<file path="src/rtl/seq_loader_ctrl.sv">
// -----------------------------------------------------------------------------
// seq_loader_ctrl
//
// Purpose:
//   Loads two nucleotide sequences (A, then B) from a UART byte stream into
//   external sequence buffers, then kicks off the alignment engine and waits
//   for it to finish. Bytes G/C/A/T are encoded to 3-bit symbols. 0x0A ends
//   a sequence. Any other byte is rejected with a one-cycle err pulse.
//
// Optional feature:
//   SEQ_LOWERCASE_EN - when defined, g/c/a/t are accepted as their uppercase
//                      forms. When undefined, lowercase bytes are rejected.
//
// Parameters:
//   N    UART data byte width
//   LEN  maximum symbols per sequence (1 <= LEN <= 2**AW-1)
//   AW   width of the address and length outputs
//
// Ports:
//   clk         system clock; all logic runs on the rising edge
//   rst         synchronous active-high reset
//   rx_done     one-cycle strobe; Rxdata_out is valid in this cycle
//   Rxdata_out  received byte
//   nw_done     one-cycle strobe; the alignment engine has finished
//   wr_en_a     write strobe into the sequence-A buffer
//   wr_en_b     write strobe into the sequence-B buffer
//   wr_addr     write address (0-based)
//   wr_char     encoded nucleotide to write
//   len_a       committed length of sequence A
//   len_b       committed length of sequence B
//   nw_start    one-cycle pulse that starts the alignment engine
//   busy        high while the alignment engine runs
//   err         one-cycle pulse for each rejected byte
//
// All outputs are registered.
//
// state  | meaning
// -------+---------------------------------------------------------------
// LOAD_A | collecting symbols of sequence A
// LOAD_B | collecting symbols of sequence B
// START  | both lengths committed; pulse nw_start
// RUN    | alignment engine running; wait for nw_done
// -----------------------------------------------------------------------------
module seq_loader_ctrl #(
  parameter int N   = 8,
  parameter int LEN = 16,
  parameter int AW  = 5
) (
  input  logic          clk,
  input  logic          rst,
  input  logic          rx_done,
  input  logic [N-1:0]  Rxdata_out,
  input  logic          nw_done,
  output logic          wr_en_a,
  output logic          wr_en_b,
  output logic [AW-1:0] wr_addr,
  output logic [2:0]    wr_char,
  output logic [AW-1:0] len_a,
  output logic [AW-1:0] len_b,
  output logic          nw_start,
  output logic          busy,
  output logic          err
);

  typedef enum logic [1:0] {
    LOAD_A = 2'd0,
    LOAD_B = 2'd1,
    START  = 2'd2,
    RUN    = 2'd3
  } state_t;

  localparam logic [N-1:0]  BYTE_G    = N'(8'h47);
  localparam logic [N-1:0]  BYTE_C    = N'(8'h43);
  localparam logic [N-1:0]  BYTE_A    = N'(8'h41);
  localparam logic [N-1:0]  BYTE_T    = N'(8'h54);
  localparam logic [N-1:0]  BYTE_TERM = N'(8'h0A);
`ifdef SEQ_LOWERCASE_EN
  localparam logic [N-1:0]  BYTE_G_LC = N'(8'h67);
  localparam logic [N-1:0]  BYTE_C_LC = N'(8'h63);
  localparam logic [N-1:0]  BYTE_A_LC = N'(8'h61);
  localparam logic [N-1:0]  BYTE_T_LC = N'(8'h74);
`endif

  localparam logic [2:0]    CODE_G = 3'b001;
  localparam logic [2:0]    CODE_C = 3'b110;
  localparam logic [2:0]    CODE_A = 3'b100;
  localparam logic [2:0]    CODE_T = 3'b011;

  localparam logic [AW-1:0] LEN_C  = AW'(LEN);

  state_t        r_state;
  logic [AW-1:0] r_count;
  logic          r_wr_en_a;
  logic          r_wr_en_b;
  logic [AW-1:0] r_wr_addr;
  logic [2:0]    r_wr_char;
  logic [AW-1:0] r_len_a;
  logic [AW-1:0] r_len_b;
  logic          r_nw_start;
  logic          r_busy;
  logic          r_err;

  logic          w_sym_valid;
  logic [2:0]    w_sym_code;
  logic          w_is_term;
  logic          w_loading;
  logic          w_last;
  logic          w_commit;
  logic [AW-1:0] w_commit_len;
  logic [AW-1:0] w_count_inc;

  // Byte decoder
  always_comb begin
    w_sym_valid = 1'b1;
    w_sym_code  = 3'b000;
    unique case (Rxdata_out)
      BYTE_G:    w_sym_code = CODE_G;
      BYTE_C:    w_sym_code = CODE_C;
      BYTE_A:    w_sym_code = CODE_A;
      BYTE_T:    w_sym_code = CODE_T;
`ifdef SEQ_LOWERCASE_EN
      BYTE_G_LC: w_sym_code = CODE_G;
      BYTE_C_LC: w_sym_code = CODE_C;
      BYTE_A_LC: w_sym_code = CODE_A;
      BYTE_T_LC: w_sym_code = CODE_T;
`endif
      default:   w_sym_valid = 1'b0;
    endcase
  end

  assign w_is_term   = (Rxdata_out == BYTE_TERM);
  assign w_loading   = (r_state == LOAD_A) || (r_state == LOAD_B);
  assign w_count_inc = r_count + 1'b1;
  assign w_last      = (w_count_inc == LEN_C);

  // A sequence is committed either by the write that fills it or by a
  // terminator after at least one symbol. An empty terminator is a no-op.
  assign w_commit     = w_loading && rx_done &&
                        ((w_sym_valid && w_last) ||
                         (!w_sym_valid && w_is_term && (r_count != '0)));
  assign w_commit_len = w_sym_valid ? LEN_C : r_count;

  always_ff @(posedge clk) begin
    if (rst) begin
      r_state    <= LOAD_A;
      r_count    <= '0;
      r_wr_en_a  <= 1'b0;
      r_wr_en_b  <= 1'b0;
      r_wr_addr  <= '0;
      r_wr_char  <= 3'b000;
      r_len_a    <= '0;
      r_len_b    <= '0;
      r_nw_start <= 1'b0;
      r_busy     <= 1'b0;
      r_err      <= 1'b0;
    end else begin
      r_wr_en_a  <= 1'b0;
      r_wr_en_b  <= 1'b0;
      r_nw_start <= 1'b0;
      r_err      <= 1'b0;

      case (r_state)
        LOAD_A, LOAD_B: begin
          if (rx_done) begin
            if (w_sym_valid) begin
              r_wr_en_a <= (r_state == LOAD_A);
              r_wr_en_b <= (r_state == LOAD_B);
              r_wr_addr <= r_count;
              r_wr_char <= w_sym_code;
              r_count   <= w_count_inc;
            end else if (!w_is_term) begin
              r_err <= 1'b1;
            end
          end
          // Overrides the increment above when the sequence is complete.
          if (w_commit) begin
            r_count <= '0;
            if (r_state == LOAD_A) begin
              r_len_a <= w_commit_len;
              r_state <= LOAD_B;
            end else begin
              r_len_b <= w_commit_len;
              r_state <= START;
            end
          end
        end

        START: begin
          r_nw_start <= 1'b1;
          r_busy     <= 1'b1;
          r_state    <= RUN;
          if (rx_done) r_err <= 1'b1;
        end

        RUN: begin
          // A byte arriving while the engine owns the buffers is dropped.
          if (rx_done) r_err <= 1'b1;
          if (nw_done) begin
            r_busy  <= 1'b0;
            r_state <= LOAD_A;
          end
        end

        default: begin
          r_state <= LOAD_A;
          r_count <= '0;
          r_busy  <= 1'b0;
        end
      endcase
    end
  end

  assign wr_en_a  = r_wr_en_a;
  assign wr_en_b  = r_wr_en_b;
  assign wr_addr  = r_wr_addr;
  assign wr_char  = r_wr_char;
  assign len_a    = r_len_a;
  assign len_b    = r_len_b;
  assign nw_start = r_nw_start;
  assign busy     = r_busy;
  assign err      = r_err;

endmodule
</file>
<file path="config.mk">
export PLATFORM = sky130hd
export DESIGN_NAME = seq_loader_ctrl
export DESIGN_NICKNAME = d
export VERILOG_FILES = /design/src/rtl/seq_loader_ctrl.sv
export SDC_FILE = /design/constraint.sdc
export NUM_CORES = 1
export LEC_CHECK = 0
export ABC_AREA = 1
export CORE_MARGIN = 1.5
export CORE_UTILIZATION = 39
export DETAILED_ROUTE_END_ITERATION = 10
export DONT_BUFFER_PORTS = 1
export PLACE_DENSITY_LB_ADDON = 0.2
export SYNTH_ARGS = -nofsm -noshare
export SYNTH_HDL_FRONTEND = slang
export SYNTH_SLANG_ARGS = --single-unit
</file>
<file path="constraint.sdc">
create_clock -name clk -period 1.87 [get_ports clk]
set_input_delay 0 -clock clk [delete_from_list [all_inputs] [get_ports clk]]
set_output_delay 0 -clock clk [all_outputs]
set_load 0.05 [all_outputs]
</file>
# After elaboration in Yosys (flattened, before gate mapping)
# Index checks and enable logic that the tools add are counted.
[word_totals] register_bits=30 romBits=0 output_inout_bits=23 word_cells=68 ram_bits=0 memories=0 in_bits=12 latchBits=0
[classes] n_bitwise=4 n_mul=0 n_div=0 n_eq_ne=11 n_shift=0 n_reduce_logical=23 n_lt_le_gt_ge=0 n_mux=18 n_addsub=1
[ops] cell="$eq A8 B7 Y1 const B" count=4
[ops] cell="$mux W5" count=4
[ops] cell="$pmux W3 S4" count=1
[ops] cell="$reduce_and A3 Y1" count=4
[ops] cell="$eq A8 B4 Y1 const B" count=1
[ops] cell="$reduce_or A4 Y1" count=2
[ops] cell="$mux W1" count=7
[ops] cell="$mux W2" count=3
[ops] cell="$pmux W2 S3" count=1
[ops] cell="$reduce_bool A2 Y1" count=3
[ops] cell="$add A5 B1 Y5 const B" count=1
[ops] cell="$eq A5 B5 Y1 const B" count=1
[ops] cell="$logic_and A1 B1 Y1" count=5
[ops] cell="$reduce_bool A5 Y1" count=1
[ops] cell="$eq A2 B2 Y1 const B" count=2
[ops] cell="$ne A2 B2 Y1 const B" count=2
[ops] cell="$not A1 Y1" count=4
[ops] cell="$pmux W1 S2" count=2
[ops] cell="$reduce_and A2 Y1" count=2
[ops] cell="$reduce_or A2 Y1" count=2
[ops] cell="$eq A2 B1 Y1 const B" count=1
[ops] cell="$logic_not A2 Y1" count=1
[ops] cell="$logic_or A1 B1 Y1" count=2
[ops] cell="$logic_not A1 Y1" count=1

# Logic depth before layout (Yosys ltp)
[logic_depth] word_depth=10 ltp_mapped=12 depth_no_buf=12

# Worst setup path after synthesis
# Ideal clock, no wire load.
[synth_path] path_type="reg-to-reg" from="register r_state[0]" to="register r_wr_addr[2] (netlist: wr_addr[2])" path_stages_with_launch=10 arrival_ps=1487 setup_time_ps=120 n_path_buf=1 period_less_slack_ps=1607 required_ps=1750 slack_ps=263 cell_sequence="dfxtp_1 > inv_1 > ha_1 > nor2_1 > nor2_8 > nand2_2 > inv_2 > buf_4 > o21ai_0 > a21oi_1"
[synth_via] elab_chain_len=3 elab_cells_between_ends=4 classes_between="eq/ne: 1; reduce/logical: 3"
[synth_lines] element="start: declaration" line_no="91" source="state_t r_state;"
[synth_lines] element="start signal: assignment" line_no="145" source="r_state <= LOAD_A;"
[synth_lines] element="start signal: assignment" line_no="180" source="r_state <= LOAD_B;"
[synth_lines] element="start signal: assignment" line_no="183" source="r_state <= START;"
[synth_lines] element="$eq A2 B1 Y1 or $logic_not A2 Y1 (tied branches)" line_no="162" source="case (r_state)"
[synth_lines] element="$reduce_or A2 Y1 *" line_no="162"
[synth_lines] element="$reduce_and A3 Y1 (no line) *"
[synth_lines] element="end signal: assignment" line_no="168" source="r_wr_addr <= r_count;"
[synth_lines] element="end: declaration" line_no="95" source="logic [AW-1:0] r_wr_addr;"
# Every way passes the cells marked *; elsewhere a longest branch is shown, timed or not.
# A chain may end at the register's enable or synchronous reset.

# Worst setup path in the final report
[layout_path] from="register r_count[0]" to="register r_len_a[0] (netlist: len_a[0])"
[layout_via] elab_chain_len=6 elab_cells_between_ends=9 classes_between="add/sub: 1; eq/ne: 1; mux: 1; reduce/logical: 6"
[layout_lines] element="start: declaration" line_no="92" source="logic [AW-1:0] r_count;"
[layout_lines] element="start signal: assignment" line_no="170" source="r_count <= w_count_inc;"
[layout_lines] element="$add A5 B1 Y5" line_no="133" source="assign w_count_inc = r_count + 1'b1;"
[layout_lines] element="$eq A5 B5 Y1" line_no="134" source="assign w_last = (w_count_inc == LEN_C);"
[layout_lines] element="$logic_and A1 B1 Y1" line_no="139" source="((w_sym_valid && w_last) ||"
[layout_lines] element="$logic_or A1 B1 Y1" line_no="139"
[layout_lines] element="$logic_and A1 B1 Y1" line_no="138" source="assign w_commit = w_loading && rx_done &&"
[layout_lines] element="$reduce_and A3 Y1 (no line)"
[layout_lines] element="end signal: assignment" line_no="179" source="r_len_a <= w_commit_len;"
[layout_lines] element="end: declaration" line_no="97" source="logic [AW-1:0] r_len_a;"
# Parallel ways exist; a longest one is shown, timed or not.

==> impl_metrics.ini <==
[place]
routabilityCongestion = 0.8207
hpwl_mm = 2.575
place_area_sq_um = 1718
portBuffers = 0

[global_routing]
grt_usage = 0.1694
grt_busiest_layer = met2
gr-usage-met1 = 0.2228
grt_pass1_wl_mm = 5.685
grt_pass1_vias = 1258
grtUsageMet2 = 0.2624
grt_overflow = 0
grtUsageMet3 = 0.06000
antenna_found_initial = 0
grt_max_degree = 15

[setup_path]
start_kind = register
worstPathCellList = ha_1 -> inv_1 -> nand2_1 -> nand2_2 -> nor2_4 -> nand3_2 -> nand2_2 -> nand3_4 -> nor2_4 -> o21bai_1 -> nor2_1
cp.arrival_ns = 1.92
slowest_delay_ns = 0.42
critical-path-top-delay-family = simple AND/OR/NAND/NOR gates
path_buf_inv = 1
required_ns = 2.09
cp_max_fo = 6
worst-setup-path-type = reg -> reg
cp-end-kind = register
crit_slowest_cell = dfxtp_1

[clock_network]
cts_num_sinks = 30
cts_resized = 0
cts_tree = yes
post-cts-setup-buffers = 0
cts_buffers = 5
clk_pin_slew_ns = 0.07
cts_max_level = 2
clock_path_buffers = 2
clk_latency_ns = 0.28
root_buffer = clkbuf_8

[floorplanning]
num_io_pins = 35
rows = 23
die_x_um = 67.46
core_area_sq_um = 4000
die_area_sq_um = 4550
start_util = 0.4051
die_h_um = 67.46

[detailed_routing]
avgRoutedWirePerCell_um = 11.95
num_vias = 1378
drtIter0Drc = 44
ant_nets = 0
routed_wl_mm = 3.418
drc_errors = 0
drtPass1Iterations = 4
viasPerCell = 4.818

[layout]
layout_common_cells = 43 x nor2_1, 38 x nand2_1, 30 x dfxtp_1
final_cell_area_sq_um = 1867
n_antenna_cell = 0
final_common_cell = nor2_1
nets = 254
syn2layout_area_growth_pct = 15.21
drive_above_1_share = 0.1822
fillers = 402

[logic_synthesis]
ys_types = 27
synthArstFlopShare = 0
synth_xor_area_frac = 0
synth-adder-area-share = 0.05405
synth_compound_area_frac = 0.1181
synth_warnings = 0
synth_simple_gate_area_frac = 0.3745
muxShareOfSynthArea = 0
syn-num-nets = 239
synth_top_family_by_area = simple AND/OR/NAND/NOR gates
synth_edf_count = 0
seq_area_frac_synth = 0.3707
netlist_instances = 220
synth-seq-cells = 30
synthFlopType = dfxtp_1
synth.avg_cell_area_sq_um = 7.365
syn_area_sq_um = 1620

[sta]
setup_viol = 0
rsz0062_at_grt = no
hold_viol_final = 0
worstMarginPinSlew_ns = 0.5306
fin_crit_sh = 0.9047
slew-limit-headroom = 0.6451
fin_crit_ns = 1.692
fmax_mhz = 591.1
fin_skew_ns = 0.004921
setup_tns_ns = 0
slew_violations = 0

[job]
drv_cap = 0

[pwr]
p_per_area_nw_per_um2 = 995.8
leakagePower_uw = 0.0009107
peakVddDrop_v = 0.0004956

[status]
status = finished, final reports clean

[worst_hold_path]
hold_path.class = in -> reg
timing repair:
item	in CTS	in global routing
hold buffers	4	0
setup endpoints to repair	0	0
hold endpoints to repair	15	0
through the flow:
stage          power, uW  std cells  setup slack, ns  utilization  hold slack, ns
2_1_floorplan       1115        220           0.2626            -         0.09355
3_3_place_gp        1217        274           0.2135       0.4295         0.07290
3_5_place_dp        1221        274           0.1837       0.4295         0.07392
4_1_cts             1880        286           0.1672       0.4667         0.01634
5_1_grt             1966        286         0.007219       0.4667         0.06649
6_report            1859        286           0.1783       0.4667         0.02612
synth_stat cells, types with 3 or more instances:
master    number  area [sq um]
nor3_1         4         20.02
o21ai_0        4         20.02
o21bai_1       6         45.04
nand2_1       38         142.6
nor2_1        43         161.4
ha_1           7         87.58
inv_2          3         11.26
a211oi_2       4         50.05
nand3_1        8         40.04
inv_1         26         97.59
nand2_2        8         50.05
nand4_1        8         50.05
dfxtp_1       30         600.6
a21oi_1       12         60.06
cells by family after synthesis:
kind of cell | Yosys count
buf+inv | 33
compound gates | 28
flops | 30
simple gates | 122
fa+ha+maj | 7
power breakdown:
part | leakage [uW] | internal (uW) | switching (uW) | total, uW
Sequential | 0.000243 | 678 | 61.0 | 739
Clock | 0.0000579 | 392 | 250 | 642
Combinational | 0.000610 | 165 | 313 | 478
worst min-delay path, delay by kind of cell:
kind / cells / cell delay [ns]
AO/OA/AOI/OAI: 1 / 0.06
AND/OR/NAND/NOR: 4 / 0.20
area by class of cell:
cell class / instances / area (sq um) / area share
Tap cell: 50 / 62.56 / 0.03351
Clock inverter: 3 / 40.04 / 0.02145
Clock buffer: 5 / 68.82 / 0.03686
Multi-Input combinational cell: 157 / 885.9 / 0.4745
Timing Repair Buffer: 12 / 100.1 / 0.05362
Inverter: 29 / 108.9 / 0.05831
Sequential cell: 30 / 600.6 / 0.3217
routing by layer:
layer | share of wire | routed length, um
met1 | 0.49 | 1676
met2 | 0.43 | 1483
met3 | 0.064 | 220
met4 | 0.011 | 38
met5 | 0 | 0
state kept, by name, summed over array words and instances (netlist names):
signal,cells
r_state,2
wr_en_b,1
len_a,5
wr_en_a,1
nw_start,1
wr_addr,5
busy,1
r_count,5
len_b,5
err,1
wr_char,3
path summary, 6_finish.rpt:
kind	start	endpoint	slack, ns	cells past startpoint
min	Rxdata_out[3]	wr_char[1]	0.03	5
max reg2reg	r_count[0]	len_a[0]	0.18	11
min reg2reg	len_b[1]	len_b[1]	0.52	2
max	r_count[0]	len_a[0]	0.18	11
Power figures use the tool's default switching activity.
